## config.mk

```make
export PLATFORM = sky130hd
export DESIGN_NAME = apb_interconnect
export DESIGN_NICKNAME = d
export VERILOG_FILES = /design/src/rtl/apb_interconnect.sv
export SDC_FILE = /design/constraint.sdc
export NUM_CORES = 1
export LEC_CHECK = 0
export ABC_AREA = 1
export BUFFER_PORTS_ARGS = -buffer_cell sky130_fd_sc_hd__buf_2
export CAP_MARGIN = 5
export CORE_MARGIN = 10
export CORE_UTILIZATION = 48
export CTS_BUF_LIST = sky130_fd_sc_hd__clkbuf_16
export CTS_CLUSTER_DIAMETER = 50
export DETAILED_ROUTE_END_ITERATION = 10
export PLACE_DENSITY = 0.89
export SYNTH_ARGS = -nofsm -noshare
export SYNTH_HDL_FRONTEND = slang
export SYNTH_SLANG_ARGS = --single-unit
```

## constraint.sdc

```tcl
create_clock -name clk -period 12.7 [get_ports clk]
set_clock_uncertainty 0.1 [all_clocks]
set_input_delay 2.54 -clock clk [delete_from_list [all_inputs] [get_ports clk]]
set_output_delay 2.54 -clock clk [all_outputs]
set_load 0.05 [all_outputs]
```

## src/rtl/apb_interconnect.sv

```systemverilog
// apb_interconnect
//   Single-master to six-slave APB-style address decoder and router.
//   addr_in[11:8] selects the slave (0x0..0x5 -> slave 1..6). Regions
//   0x6..0xF are unmapped, and their transfers are dropped silently.
//   The selected bundle is registered with the full address, the write
//   strobe and the write data. Reads forward zero data.
//   All other bundles are registered to zero, so at most one bundle is
//   non-zero in any cycle.
//
// Ports
//   clk, rst              clock; asynchronous active-high reset
//   addr_in[11:0]         master address
//   wr_in                 1 = write, 0 = read
//   sel                   master select (transfer valid)
//   data_in[31:0]         master write data
//   wr_outN               write strobe to slave N (N = 1..6)
//   addr_outN[11:0]       address forwarded to slave N
//   data_outN[31:0]       write data forwarded to slave N
module apb_interconnect (
  input  logic        clk,
  input  logic        rst,
  input  logic [11:0] addr_in,
  input  logic        wr_in,
  input  logic        sel,
  input  logic [31:0] data_in,
  output logic        wr_out1,
  output logic [11:0] addr_out1,
  output logic [31:0] data_out1,
  output logic        wr_out2,
  output logic [11:0] addr_out2,
  output logic [31:0] data_out2,
  output logic        wr_out3,
  output logic [11:0] addr_out3,
  output logic [31:0] data_out3,
  output logic        wr_out4,
  output logic [11:0] addr_out4,
  output logic [31:0] data_out4,
  output logic        wr_out5,
  output logic [11:0] addr_out5,
  output logic [31:0] data_out5,
  output logic        wr_out6,
  output logic [11:0] addr_out6,
  output logic [31:0] data_out6
);

  logic [3:0]  region;
  logic [5:0]  hit;
  logic [5:0]  wr_q;
  logic [11:0] addr_q [6];
  logic [31:0] data_q [6];

  assign region = addr_in[11:8];

  // Only one hit bit can be set because each slave matches a distinct
  // region value. Unmapped regions leave every bit clear.
  genvar g;
  generate
    for (g = 0; g < 6; g++) begin : g_slave
      assign hit[g] = sel && (region == 4'(g));

      always_ff @(posedge clk or posedge rst) begin
        if (rst) begin
          wr_q[g]   <= 1'b0;
          addr_q[g] <= 12'h000;
          data_q[g] <= 32'h0;
        end else if (hit[g]) begin
          wr_q[g]   <= wr_in;
          addr_q[g] <= addr_in;
          data_q[g] <= wr_in ? data_in : 32'h0;
        end else begin
          wr_q[g]   <= 1'b0;
          addr_q[g] <= 12'h000;
          data_q[g] <= 32'h0;
        end
      end
    end
  endgenerate

  assign wr_out1   = wr_q[0];
  assign addr_out1 = addr_q[0];
  assign data_out1 = data_q[0];
  assign wr_out2   = wr_q[1];
  assign addr_out2 = addr_q[1];
  assign data_out2 = data_q[1];
  assign wr_out3   = wr_q[2];
  assign addr_out3 = addr_q[2];
  assign data_out3 = data_q[2];
  assign wr_out4   = wr_q[3];
  assign addr_out4 = addr_q[3];
  assign data_out4 = data_q[3];
  assign wr_out5   = wr_q[4];
  assign addr_out5 = addr_q[4];
  assign data_out5 = data_q[4];
  assign wr_out6   = wr_q[5];
  assign addr_out6 = addr_q[5];
  assign data_out6 = data_q[5];

endmodule

```

==> key figures <==
Status
  • Status: finished clean

Synth
  • Primary FF master, synth: dfrtp_1
  • Share of the synthesized area in the top cell type: 82.94%
  • Seq/Total Area, Yosys: 82.94%
  • XOR/XNOR share of the synthesized area: 0%
  • Mapped cell area: 8147 um^2
  • Most frequent cells after synthesis: dfrtp_1 (270), nor2_1 (249), nand2_1 (34), inv_1 (20), buf_2 (19)
  • Post-Synth Adder-Cell Area: 0%
  • Mux cell area share after synthesis: 0%
  • Top-count cell post-synth: dfrtp_1
  • FF+latch count, synth: 270
  • Complex-gate fraction of the synthesized area: 0%
  • Post-synth ARST share: 100.0%
  • Synth top area cells: dfrtp_1 (83%), nor2_1 (11%), nand2_1 (1.6%)
  • Gate Count Post-Synth: 611
  • Post-synth EDFFs: 0
  • Largest family of logic cells by synthesized area: simple AND/OR/NAND/NOR gates
  • Mean Syn Cell Area: 13.33 um^2
  • YS warnings: 0
  • Number of distinct library cells after synthesis: 13
  • Simple-gate area share of the yosys netlist: 13.72%
  • Area leader, netlist: dfrtp_1

Clocking
  • Post-CTS setup buffer count: 0
  • CTS Sinks: 270
  • Total CTS buffers: 27
  • H-tree levels: 1
  • Clock root buffer: clkbuf_16
  • Max clock buf depth: 3
  • # resized after CTS: 0
  • CTS tree: done
  • Clk slew on worst S/H paths: 60 ps
  • Hold_buf cts: 0

Global routing
  • Initial antenna violation count: 0
  • Total global routing overflow: 0
  • Vias in the first global route: 5989
  • Tot GR Track Use: 19.81%
  • Wire length of the first global-routing pass: 34.73 mm
  • Largest net degree at the start of global routing: 114

Routing
  • Drt drc: 0
  • Routed vias/inst: 4.711
  • Via count: 5578
  • Drt total wl: 23.12 mm
  • Remaining antenna violation count: 0
  • Wire per inst: 19.53 um
  • Pre-antenna DRT Iters: 4
  • Iteration-0 DRC Markers: 307

Pwr
  • Int Pwr: 1.309 mW
  • Pwr dens: 158.0 nW/um^2
  • Switch share: 22.89%
  • Clock share of power: 43.4%
  • Leak: 6.489 nW
  • Comb pwr share: 5.3%
  • Maximum VDD drop: 0.1309 mV
  • Psw: 0.3883 mW
  • Flop pwr share: 51.3%

Critical path
  • CP startpoint: rst
  • Worst EP arrival: 4970 ps
  • Worst endpoint required time: 13110 ps
  • Startpoint Class: primary input
  • CP Max Fanout: 113
  • Critical path destination: data_out2[0]
  • Crit. End Element: async pin
  • WS Path Type: in2async

Timing
  • Fin Setup TNS: 0 ps
  • Unrepaired setup endpoints after global routing: false
  • Fin. Hold Viols: 0
  • Tmin final: 4556 ps
  • Setup violators final: 0
  • Worst-Margin Slew: 1195 ps
  • Final Max Tran Viols: 0
  • Fin worst setup slack: 8144 ps
  • Slew HR: 20.33%
  • Final Cycle Share: 35.88%
  • Peak Freq: 0.2195 GHz

Place
  • GPL Wtd Cong: 0.7685
  • I/O Buffers: 317
  • HPWL Detailed: 15.39 mm
  • Placed cells: 1137
  • Post-Place Cell Area: 9907 um^2
  • Pre-CTS WS: 7452 ps

Floorplan
  • Die width: 150.3 um
  • I/O pins: 318
  • Core footprint: 16580 um^2
  • Row Count: 47
  • Initial Util: 49.12%
  • Die Area: 22580 um^2
  • Die height: 150.3 um

Cells and area
  • Footprint of the multi-input gates: 1191 um^2
  • Final Non-Filler Cells: 1184
  • Reg area: 6756 um^2
  • Fraction of layout cells with a size suffix above 1: 37.55%
  • Post-route cell area: 10740 um^2
  • Layout Area Growth over Synthesis: 31.79%
  • Final core utilization: 64.74%
  • Final #Nets: 994
  • FILL cells: 1203
  • Antenna Cells: 0

Job
  • Maxcap violations: 0

Worst hold path
  • Hold WC Path Type: in2async
[area by class of cell]
| class | instances | share of cell area (%) |
|---|---|---|
| Inverter | 20 | 0.7691 |
| Timing Repair Buffer | 319 | 14.92 |
| Clock buffer | 27 | 6.293 |
| Sequential cell | 270 | 62.93 |
| Clock inverter | 20 | 1.433 |
| Multi-Input combinational cell | 308 | 11.09 |
| Tap cell | 220 | 2.564 |
[flip-flops by register name, indices dropped and copies added (netlist names)]
| signal | count |
|---|---|
| data_out5 | 32 |
| wr_out4 | 1 |
| addr_out6 | 12 |
| data_out4 | 32 |
| wr_out1 | 1 |
| data_out3 | 32 |
| wr_out6 | 1 |
| wr_out3 | 1 |
| addr_out3 | 12 |
| data_out1 | 32 |
| addr_out5 | 12 |
| addr_out2 | 12 |
| wr_out5 | 1 |
| data_out6 | 32 |
| addr_out1 | 12 |
| wr_out2 | 1 |
| addr_out4 | 12 |
| data_out2 | 32 |
[layer usage]
layer  wire (um)  share of wire [%]  track usage, %
met5           0                  0               0
met4         612                2.6           6.074
met3        2474                 11           6.873
met2       12020                 52           35.32
met1        8013                 35           21.75
[power groups by stage]
stage | logic, mW | registers (mW) | clock network [mW]
floorplan | 0.0312 | 0.916 | 0
global placement | 0.0881 | 0.886 | 0
detailed placement | 0.0898 | 0.886 | 0
CTS | 0.0902 | 0.871 | 0.746
global route | 0.0973 | 0.871 | 0.782
finish | 0.0891 | 0.870 | 0.737
[through the flow]
stage	hold slack, ps	power, mW
floorplan	2635	0.9475
global placement	2624	0.9738
detailed placement	2626	0.9759
CTS	2081	1.707
global route	2109	1.750
finish	2044	1.697
[worst min path at each step]
| stage | startpoint | end | depth (start not counted) |
|---|---|---|---|
| after floorplan | addr_in[0] | addr_out5[0] | 2 |
| after global placement | rst | data_out5[15] | 2 |
| after detailed placement | rst | data_out1[17] | 2 |
| after CTS | rst | addr_out3[9] | 2 |
| after global routing | rst | addr_out4[11] | 2 |
| final | rst | addr_out3[9] | 2 |
[critical path, cell delays in order]
cell and delay, ps:
buf_2 130, inv_8 480, buf_4 870, buf_4 840
[layout by cell type, fill, tap and decap left out]
| cell | synthesis | routed |
|---|---|---|
| conb_1 | 1 | 17 |
| nand2_1 | 34 | 34 |
| nor2_2 | 2 | 2 |
| inv_1 | 20 | 29 |
| buf_4 | 0 | 2 |
| clkinv_4 | 0 | 1 |
| buf_2 | 19 | 317 |
| clkinv_2 | 0 | 1 |
| clkinvlp_4 | 0 | 2 |
| dfrtp_1 | 270 | 270 |
| nand3_2 | 2 | 4 |
| clkinv_8 | 0 | 1 |
| nand2_2 | 2 | 2 |
| clkinv_1 | 0 | 3 |
| clkbuf_16 | 0 | 27 |
| nor2_1 | 249 | 249 |
| inv_8 | 0 | 1 |
| bufinv_16 | 0 | 2 |
[cells by family after synthesis]
| logic type | after synthesis |
|---|---|
| buffers and inverters | 49 |
| other | 1 |
| AND/OR/NAND/NOR | 291 |
| flip-flops | 270 |
Power figures use the tool's default switching activity.
